## src/rtl/vga_timing_gen.sv

```systemverilog
// 800x600@72Hz VGA raster timing: pixel strobe, X/Y counters, blanking/sync decodes,
// frame tick and a game-update clock that only rises inside vertical blanking.
module vga_timing_gen #(
   parameter int H_VISIBLE     = 800,
   parameter int H_FP          = 56,
   parameter int H_SYNC        = 120,
   parameter int H_BP          = 64,
   parameter int V_VISIBLE     = 600,
   parameter int V_FP          = 37,
   parameter int V_SYNC        = 6,
   parameter int V_BP          = 23,
   parameter int UPDATE_FRAMES = 8,
   parameter bit SYNC_POL      = 1'b1
) (
   input  logic        CLK_100MHz,
   input  logic        Reset,
   output logic        pixelEn,
   output logic [10:0] CurrentX,
   output logic [10:0] CurrentY,
   output logic        HBlank,
   output logic        VBlank,
   output logic        HSync,
   output logic        VSync,
   output logic        frameTick,
   output logic        CLK_update
);
   localparam int H_TOTAL = H_VISIBLE + H_FP + H_SYNC + H_BP;
   localparam int V_TOTAL = V_VISIBLE + V_FP + V_SYNC + V_BP;
   localparam int FW      = (UPDATE_FRAMES > 1) ? $clog2(UPDATE_FRAMES) : 1;

   localparam logic [10:0]   H_LAST   = 11'(H_TOTAL - 1);
   localparam logic [10:0]   V_LAST   = 11'(V_TOTAL - 1);
   localparam logic [10:0]   H_VIS    = 11'(H_VISIBLE);
   localparam logic [10:0]   V_VIS    = 11'(V_VISIBLE);
   localparam logic [10:0]   V_VIS_M1 = 11'(V_VISIBLE - 1);
   localparam logic [10:0]   HS_FIRST = 11'(H_VISIBLE + H_FP);
   localparam logic [10:0]   HS_LAST  = 11'(H_VISIBLE + H_FP + H_SYNC - 1);
   localparam logic [10:0]   VS_FIRST = 11'(V_VISIBLE + V_FP);
   localparam logic [10:0]   VS_LAST  = 11'(V_VISIBLE + V_FP + V_SYNC - 1);
   localparam logic [FW-1:0] F_LAST   = FW'(UPDATE_FRAMES - 1);

   logic [10:0]   hCnt;
   logic [10:0]   vCnt;
   logic [FW-1:0] fCnt;
   logic          lineEnd;
   logic          frameEnd;
   logic          updateStart;

   // Wrap strobes: true on the edge that moves the counters past a line/frame boundary.
   always_comb begin
      lineEnd     = pixelEn && (hCnt == H_LAST);
      frameEnd    = lineEnd && (vCnt == V_LAST);
      updateStart = lineEnd && (vCnt == V_VIS_M1) && (fCnt == F_LAST);
   end

   // Pixel strobe and raster counters.
   always_ff @(posedge CLK_100MHz) begin
      if (Reset) begin
         pixelEn <= 1'b0;
         hCnt    <= 11'd0;
         vCnt    <= 11'd0;
         fCnt    <= '0;
      end else begin
         pixelEn <= ~pixelEn;
         if (lineEnd) begin
            hCnt <= 11'd0;
            vCnt <= (vCnt == V_LAST) ? 11'd0 : (vCnt + 11'd1);
         end else if (pixelEn) begin
            hCnt <= hCnt + 11'd1;
         end else begin
            hCnt <= hCnt;
         end
         if (frameEnd) begin
            fCnt <= (fCnt == F_LAST) ? '0 : (fCnt + FW'(1));
         end else begin
            fCnt <= fCnt;
         end
      end
   end

   // frameTick marks the first (0,0) clock after a wrap; CLK_update spans the VBlank of the last frame.
   always_ff @(posedge CLK_100MHz) begin
      if (Reset) begin
         frameTick  <= 1'b0;
         CLK_update <= 1'b0;
      end else begin
         frameTick <= frameEnd;
         if (frameEnd) begin
            CLK_update <= 1'b0;
         end else if (updateStart) begin
            CLK_update <= 1'b1;
         end else begin
            CLK_update <= CLK_update;
         end
      end
   end

   // Position, blanking and sync decodes taken straight from the counter registers.
   always_comb begin
      CurrentX = hCnt;
      CurrentY = vCnt;
      HBlank   = (hCnt >= H_VIS);
      VBlank   = (vCnt >= V_VIS);
      HSync    = ((hCnt >= HS_FIRST) && (hCnt <= HS_LAST)) ? SYNC_POL : ~SYNC_POL;
      VSync    = ((vCnt >= VS_FIRST) && (vCnt <= VS_LAST)) ? SYNC_POL : ~SYNC_POL;
   end
endmodule

```

## config.mk

```make
export PLATFORM = sky130hd
export DESIGN_NAME = vga_timing_gen
export DESIGN_NICKNAME = d
export VERILOG_FILES = /design/src/rtl/vga_timing_gen.sv
export SDC_FILE = /design/constraint.sdc
export NUM_CORES = 1
export LEC_CHECK = 0
export CAP_MARGIN = 5
export CORE_UTILIZATION = 30
export DETAILED_ROUTE_END_ITERATION = 6
export PLACE_DENSITY = 0.58
export REMOVE_ABC_BUFFERS = 1
export SETUP_SLACK_MARGIN = 0.02
export SKIP_LAST_GASP = 1
export SYNTH_ARGS = -nofsm -noshare
export SYNTH_HDL_FRONTEND = slang
export SYNTH_SLANG_ARGS = --single-unit
export TNS_END_PERCENT = 1
```

## constraint.sdc

```tcl
create_clock -name CLK_100MHz -period 2.37 [get_ports CLK_100MHz]
set_input_delay 0.474 -clock CLK_100MHz [delete_from_list [all_inputs] [get_ports CLK_100MHz]]
set_output_delay 0.474 -clock CLK_100MHz [all_outputs]
set_load 0.02 [all_outputs]
```

---- Word level (Yosys, flattened, before mapping) ----
Index checks and enable logic that the tools add are counted.
cells by class
  add/subtract/negate cells ............... 3
  $lt $le $gt $ge ......................... 6
  equal/unequal tests ..................... 4
  mux-type cells .......................... 4
  bitwise logic cells ..................... 1
  reduce and logical (&&, ||, !) cells .... 8
operators by type and width
  operator                                                                               count
  11-bit by 10-bit greater-or-equal comparator with 1-bit output, second input constant  4
  11-bit by 1-bit adder with 11-bit output, second input constant                        2
  11-bit by 10-bit equality test with 1-bit output, second input constant                2
  11-bit by 10-bit less-or-equal comparator with 1-bit output, second input constant     2
  11-bit equality test, second input constant                                            1
  11-bit two-way mux                                                                     1
  1-bit logical AND                                                                      6
  2-bit OR reduction                                                                     2
  3-bit by 1-bit adder with 3-bit output, second input constant                          1
  3-bit equality test, second input constant                                             1
  3-bit two-way mux                                                                      1
  1-bit two-way mux                                                                      2
  1-bit inverter                                                                         1
storage, ports and cells
  register bits after elaboration ......... 28
  input port bits ......................... 2
  output and inout port bits .............. 29
  word-level logic and storage cells ...... 32

---- Depth between registers and ports, before layout ----
Gate-level depths: netlist of run 1.
  depth after elaboration ................. 4
  gate-level depth with buffers ........... 7
  depth with buffers taken out ............ 6

---- Worst setup path before layout of run 1 ----
OpenSTA, ideal clock, no wires.
  path type ............................... flip-flop to output port
  from .................................... register hCnt[0] (netlist: CurrentX[0])
  to ...................................... output port HSync
  data arrival time ....................... 1.615 ns
  required time ........................... 1.896 ns
  slack ................................... 0.281 ns
  cell stages (with the launch flop) ...... 5
  buffers on the path ..................... 0
  cells stage by stage .................... dfxtp_1 ha_1 nand3b_1 a21oi_1 nor4_1
on the way
  cells in the longest elaborated chain, start to end .. 3
RTL lines
  element                                                                                                                                        line  RTL
  from (decl)                                                                                                                                    42    logic [10:0] hCnt;
  from (signal assigned)                                                                                                                         69    hCnt <= hCnt + 11'd1;
  from (signal assigned)                                                                                                                         71    hCnt <= hCnt;
  11-bit by 10-bit greater-or-equal comparator with 1-bit output or 11-bit by 10-bit less-or-equal comparator with 1-bit output (tied branches)  104   HSync = ((hCnt >= HS_FIRST) && (hCnt <= HS_LAST)) ? SYNC_POL : ~SYNC_POL;
  1-bit logical AND *                                                                                                                            104
  1-bit two-way mux *                                                                                                                            104
  to (decl)                                                                                                                                      22    output logic HSync,
Mark *: on every way between the ends. The rest lies on a longest branch, timed or not.

---- Worst setup path after layout of run 1 ----
  from .................................... register vCnt[4] (netlist: CurrentY[4])
  to ...................................... output port VBlank
on the way
  cells in the longest elaborated chain, start to end .. 1
RTL lines
  element                                                         line  RTL
  from (decl)                                                     43    logic [10:0] vCnt;
  from (signal assigned)                                          67    vCnt <= (vCnt == V_LAST) ? 11'd0 : (vCnt + 11'd1);
  11-bit by 10-bit greater-or-equal comparator with 1-bit output  103   VBlank = (vCnt >= V_VIS);
  to (decl)                                                       21    output logic VBlank,
No other way between the ends.

==> impl_results.md, run 1 <==
* CTS H-tree lvls at 1
* CP Cell Sequence: a21o_1 -> a211o_1 -> a21o_1 -> clkdlybuf4s50_1
* Die Area at roughly 5700 sq um
* EDFF count, synth at 0
* Status: completed
* P&R area growth vs syn at 29.8%
* Normalized max-slew margin at approximately 74%
* Reg-to-reg slack, setup at between 400 and 500 ps
* Largest net degree at the start of global routing at 17
* Hold Crit Depth at 2
* Fraction of layout cells with a size suffix above 1 at a little under an eighth
* Top cells by count, synth: dfxtp_1 (28), nor2_1 (18), a21oi_1 (17)
* Crit start category: flop
* FP Rows at 26
* Worst R2R Start: CurrentX[0]
* Clock Sinks at 28
* Leak Pwr at 0.737 nW
* Max incr delay on CP at roughly 530 ps
* Synth warn at 0
* Worst endpoint data arrival time at around 1900 ps
* Routability cong. at approximately 0.82
* Reg2reg path depth at 5
* WHS Endpoint: fCnt[1]
* Area of the multi-input gates at 962 sq um
* #FFs+latches synth at 28
* Core area at 5170 sq um
* RSZ-0062 raised after global routing: true
* PD cells at between 400 and 500 nW/um^2
* Final wirelength at between 4000 and 5000 microns
* Final setup vio count at 0
* Layout Nets at between 200 and 250
* Synthesized area at around 1600 sq um
* # diodes at 0
* Top-count cell post-synth: dfxtp_1
* Vias in the first global route at about 1300
* Max Cap Viol at 0
* Final Hold Viols at 0
* GRT Util Overall at between 10 and 15%
* Post-route DRC at 0
* Cell with the largest stage delay on the worst path: clkdlybuf4s50_1
* Dpl cells at 291
* DRT Pass-1 Iters at 4
* First-pass GRT wire length at roughly 6400 microns
* Global route overflow at 0
* Pre-CTS setup slack at between 150 and 200 ps
* Fill count at 498
* Ys async rst share at 0%
* Detailed Place HPWL at ~3000 microns
* Post-CTS Setup Repair Bufs at 0
* PortBufs at 30
* Worst clock skew at between 2 and 2.5 ps
* Final Max Slew Viols at 0
* Worst-Skew Late Latency at about 280 ps
* Worst Setup End Kind: output pin
* Initial antenna violation count at 0
* Fin crit share at 99.9%
* Critical path class: flop to output pin
* Top-area cell type share of the netlist area at about a third
* CTS clock-pin slew for the worst setup and hold paths at approximately 100 ps
* Die height at 75.6 microns
* Main flop type after synthesis: dfxtp_1
* CTS Buf Count at 3
* CTS tree: yes
* Cell mode on critical path: a21o_1
* Final worst-path setup slack at roughly 2 ps
* Clock Tree Buf Depth at 2
* Crit-path max FO at 9
* Worst-Margin Slew at 395 ps
* Cells after Synth at 188
* Mapped Avg Cell Area at 8.63 sq um
* Req. time, crit path at approximately 1900 ps
* Seq/Total Area, Yosys at between 30% and 40%
* Root Buffer: clkbuf_8
* Die width at 75.6 microns
* Non-filler cells, final at between 200 and 300
* Antenna-violating nets left at 0
* Minimum clock period at around 2400 ps
* Starting Density at around a third
* 1st-iter DRT viols at 54
* Via count at between 1500 and 2000
* Register area at approximately 560 sq um
* Fmax at about 420 MHz
* Worst IR Drop VDD at roughly 0.28 mV
* IO Pins at 31
* Worst R2R End: fCnt[0]
* Main area contributors after synthesis: dfxtp_1 (35%), ha_1 (5.4%), a21oi_1 (5.2%)
* Largest area contributor in the netlist: dfxtp_1
* Netlist cell types at 45
* Vias/cell at roughly 5.1
* Hold Crit Class: flop to flop
* Hold path start: fCnt[1]
* DR WL/cell at between 10 and 15 microns
==> worst max-delay path, delay by kind of cell (launching register included) <==
| kind | cells | cell delay, ps |
|---|---|---|
| buffers and inverters | 1 | 530 |
| DFF | 1 | 400 |
| AOI/OAI and AO/OA | 3 | 680 |
==> layout make-up <==
cell class	instances	area share, %
tap	70	4.16
clock buffer	3	1.96
sequential	28	26.6
inverter	7	1.25
timing repair buffer	43	18.9
clock inverter	1	1.43
multi-input combinational	143	45.7
==> metrics by stage <==
step | utilization, % | hold WS [ps] | TNS [ps] | instance area, sq um | total power, mW
final | 40.7 | 496 | 0 | 2110 | 0.951
after global routing | 40.7 | 518 | -103 | 2110 | 0.994
after CTS | 40.7 | 495 | -88.4 | 2100 | 0.966
after detailed placement | 39.3 | 480 | 0 | 2030 | 0.575
after global placement | 39.3 | 467 | 0 | 2030 | 0.574
after floorplan | - | 451 | 0 | 1550 | 0.533
==> layout by cell type (no fill, tap or decap), drive strengths merged, types with 3 or more instances in the layout <==
master and instances:
dfxtp 28, clkdlybuf4s50 28, clkbuf 3, nand3 14, ha 7, a21oi 17
xnor2 7, nor3 8, nor4 7, nand2 12, mux2i 3, inv 7
nor2 18, buf 13, and3 4, and4 4, xor2 3, nand4 4
o21ai 7, or3 3
==> layer usage <==
layer	vias up	routed length [microns]	track usage, %
li1	766	-	-
met1	710	1870	18.6
met2	28	1980	26.0
met3	2	144	3.17
met4	0	18	3.50
met5	-	0	0
==> repair_timing <==
item / CTS / global route
pin swaps: 0 / 0
endpoints found under the setup margin: 3 / 3
resized for setup: 1 / 2
gates cloned: 0 / 0
hold buffers: 0 / 0
==> report_power, final <==
group	internal, mW	switching, mW
Sequential	0.478	0.0104
Clock	0.226	0.160
Combinational	0.0362	0.0405
==> kinds of logic (layout without fill, tap and decap cells) <==
| kind of cell | count (synthesis) | after routing | share of synthesized area [%] |
|---|---|---|---|
| fa+ha+maj | 7 | 7 | 5.40 |
| xor+xnor | 10 | 10 | 5.40 |
| simple gates | 88 | 88 | 33.8 |
| flops | 28 | 28 | 34.5 |
| compound gates | 35 | 35 | 12.8 |
| mux | 3 | 3 | 1.85 |
| buf+inv | 17 | 54 | 6.25 |
==> state kept, by name (all words and copies together), names as in the netlist <==
signal and cells:
CLK_update 1, CurrentX 11, CurrentY 11, fCnt 3, frameTick 1, pixelEn 1
==> how the worst max path moves through the flow <==
stage | start | endpoint | slack, ps | cells after the start
final | CurrentY[4] | VBlank | 2 | 4
after floorplan | CurrentX[0] | HSync | 280 | 4
after detailed placement | CurrentX[0] | HSync | 160 | 5
after global placement | CurrentX[0] | HSync | 180 | 5
after global routing | CurrentY[4] | VBlank | -100 | 4
after CTS | CurrentY[3] | VSync | -80 | 4
Note: power is estimated with default switching activity, not from simulation.
==> inputs of run 2 (changes only) <==
- CORE_ASPECT_RATIO: default -> 2
- PLACE_DENSITY: 0.58 -> 0.55
==> run 2 against run 1 <==
Against the previous run:
- design area stayed put
- die area is 0.30% higher
- fmax is 0.50% higher
- sequential share of layout area stayed put
- critical path type unchanged
- setup slack better by 12 ps
- via count is 3.5% higher
- power is 0.87% lower
- clock skew is 2.8 ps higher
- count of clock-buffer cells in the layout stayed put
==> impl_results.md, run 2 (synthesized netlist as in run 1, its figures left out) <==
* Die width at 54.0 microns (-29%)
* Normalized max-slew margin at 66.6% (-6.9 points)
* First-pass GRT wire length at 7280 microns (+14%)
* CP Cell Sequence: a21o_1 -> a211o_1 -> a21o_1 -> clkdlybuf4s50_1
* Critical Path Source: CurrentY[4]
* Worst endpoint data arrival time at 1880 ps (about the same)
* Final wirelength at 4490 microns (+12%)
* Hold Crit Class: flop to flop
* GR Util met2 at 33.2% (+7.2 points)
* Fraction of layout cells with a size suffix above 1 at 12.8% (+0.78 points)
* Antenna-violating nets left at 0 (unchanged)
* FP Rows at 37 (+42%)
* Routability cong. at 0.849 (+3.9%)
* TNS Setup at 0 ps (unchanged)
* Fmax at 424 MHz (+0.50%)
* Cell mode on critical path: a21o_1
* Die Area at 5730 sq um (+0.30%)
* RSZ-0062 raised after global routing: true
* Crit start category: flop
* Reg-to-reg slack, setup at 380 ps (-80 ps)
* Final Max Slew Viols at 0 (unchanged)
* Vias in the first global route at 1507 (+13%)
* Placed cell area at 2030 sq um (unchanged)
* Worst Setup End Kind: output pin
* Initial antenna violation count at 0 (unchanged)
* Clock Tree Buf Depth at 2 (unchanged)
* Reg2reg path depth at 6 (+1)
* CTS clock-pin slew for the worst setup and hold paths at 100 ps (about the same)
* Layout Nets at 237 (+0.85%)
* Detailed Place HPWL at 3480 microns (+16%)
* Worst R2R Start: CurrentY[1]
* Worst IR Drop VDD at 0.386 mV (+38%)
* Pre-CTS setup slack at 158 ps (-5.52 ps)
* Root Buffer: clkbuf_8
* Die height at 106 microns (+40%)
* Met1 Resource Use GR at 18.0% (-0.59 points)
* Non-filler cells, final at 285 (-3.4%)
* Cell with the largest stage delay on the worst path: clkdlybuf4s50_1
* Commonest non-fill, non-tap cells in the layout: dfxtp_1 (28), clkdlybuf4s50_1 (28), nor2_1 (18)
* Global route overflow at 0 (unchanged)
* Worst clock skew at 4.85 ps (+2.75 ps)
* Post-route DRC at 0 (unchanged)
* GRT Util Overall at 17.2% (+2.4 points)
* Critical path class: flop to output pin
* Via count at 1558 (+3.5%)
* DR WL/cell at 15.8 microns (+16%)
* Worst-Margin Slew at 500 ps (+105 ps)
* Leak Pwr at 0.746 nW (+1.2%)
* CTS H-tree lvls at 1 (unchanged)
* Status: completed
* Final Hold Viols at 0 (unchanged)
* Final setup vio count at 0 (unchanged)
* Vias/cell at 5.47 (+7.1%)
* P&R area growth vs syn at 29.8% (unchanged)
* Fin area at 2110 sq um (unchanged)
* Core area at 5180 sq um (+0.24%)
* Crit-path max FO at 9 (unchanged)
* WP depth at 4 (unchanged)
* PortBufs at 30 (unchanged)
* Cts hold-fix bufs at 0 (unchanged)
* Met3 Use GR at 1.29% (-1.9 points)
* Final worst-path setup slack at 13.7 ps (+11.7 ps)
* Starting Density at 31.3% (-0.076 points)
* Final core occ at 40.6% (-0.098 points)
* Minimum clock period at 2360 ps (-11.7 ps)
* Worst R2R End: CurrentY[8]
* WHS at 495 ps (-1.53 ps)
* 1st-iter DRT viols at 24 (-56%)
* GR peak layer: met2
* Max Cap Viol at 0 (unchanged)
* Worst Path Buf+Inv at 1 (unchanged)
* CP top delay family: compound AO/OA/AOI/OAI gates
* Dpl cells at 281 (-3.4%)
* IO Pins at 31 (unchanged)
* Worst Setup EP: VBlank
* Worst-Skew Late Latency at 280 ps (about the same)
* DRT Pass-1 Iters at 6 (+2)
* Max incr delay on CP at 530 ps (about the same)
* Largest net degree at the start of global routing at 17 (unchanged)
* # diodes at 0 (unchanged)
* Tot Pwr at 943 uW (-0.87%)
* PD cells at 447 nW/um^2 (-0.87%)
* Fin crit share at 99.4% (-0.49 points)
* CTS Buf Count at 3 (unchanged)
* Clock Sinks at 28 (unchanged)
* Req. time, crit path at 1900 ps (about the same)
* CTS tree: yes
==> run 2: cell types whose count changed in the layout (fill, tap and decap cells not counted) <==
cell / previous run / this run
buf_4: 13 / 15
==> run 2: repair_timing <==
item | CTS | global route
buffers inserted | 0 | 0
gates resized for setup | 1 | 2
pin swaps | 0 | 0
endpoints found under the setup margin | 3 | 3
==> run 2: worst min-delay path by stage <==
stage                 start  slack, ps  depth (start not counted)  endpoint
floorplan           fCnt[1]        450                          2   fCnt[1]
CTS                 fCnt[2]        500                          2   fCnt[2]
global placement    fCnt[1]        470                          2   fCnt[1]
global route        fCnt[1]        510                          2   fCnt[1]
detailed placement  fCnt[2]        480                          2   fCnt[2]
finish              fCnt[1]        490                          2   fCnt[1]
==> run 2: worst min-delay path: stages, from the launching register on <==
cell and delay (ps):
dfxtp_1 320, o21ai_0 70, a21oi_1 60
==> run 2: cell type report <==
| class | count | area, sq um |
|---|---|---|
| Clock buffer | 3 | 41.3 |
| Fill cell | 557 | 3080 |
| Multi-Input combinational cell | 143 | 962 |
| Inverter | 7 | 26.3 |
| Clock inverter | 1 | 30.0 |
| Tap cell | 58 | 72.6 |
| Timing Repair Buffer | 45 | 414 |
| Sequential cell | 28 | 561 |
==> run 2: where the power goes <==
part / total [mW] / leakage, nW / internal [mW] / switching [mW]
combinational: 0.0799 / 0.484 / 0.0370 / 0.0429
sequential: 0.486 / 0.226 / 0.477 / 0.00809
clock: 0.377 / 0.0357 / 0.226 / 0.151
==> run 2: layer usage <==
metal  wire length [microns]  vias up  share of wire [%]
met3                     100        6                2.2
met2                    2580       26                 57
met5                       0        -                  0
li1                        -      764                  -
met4                      77        0                1.7
met1                    1740      762                 39
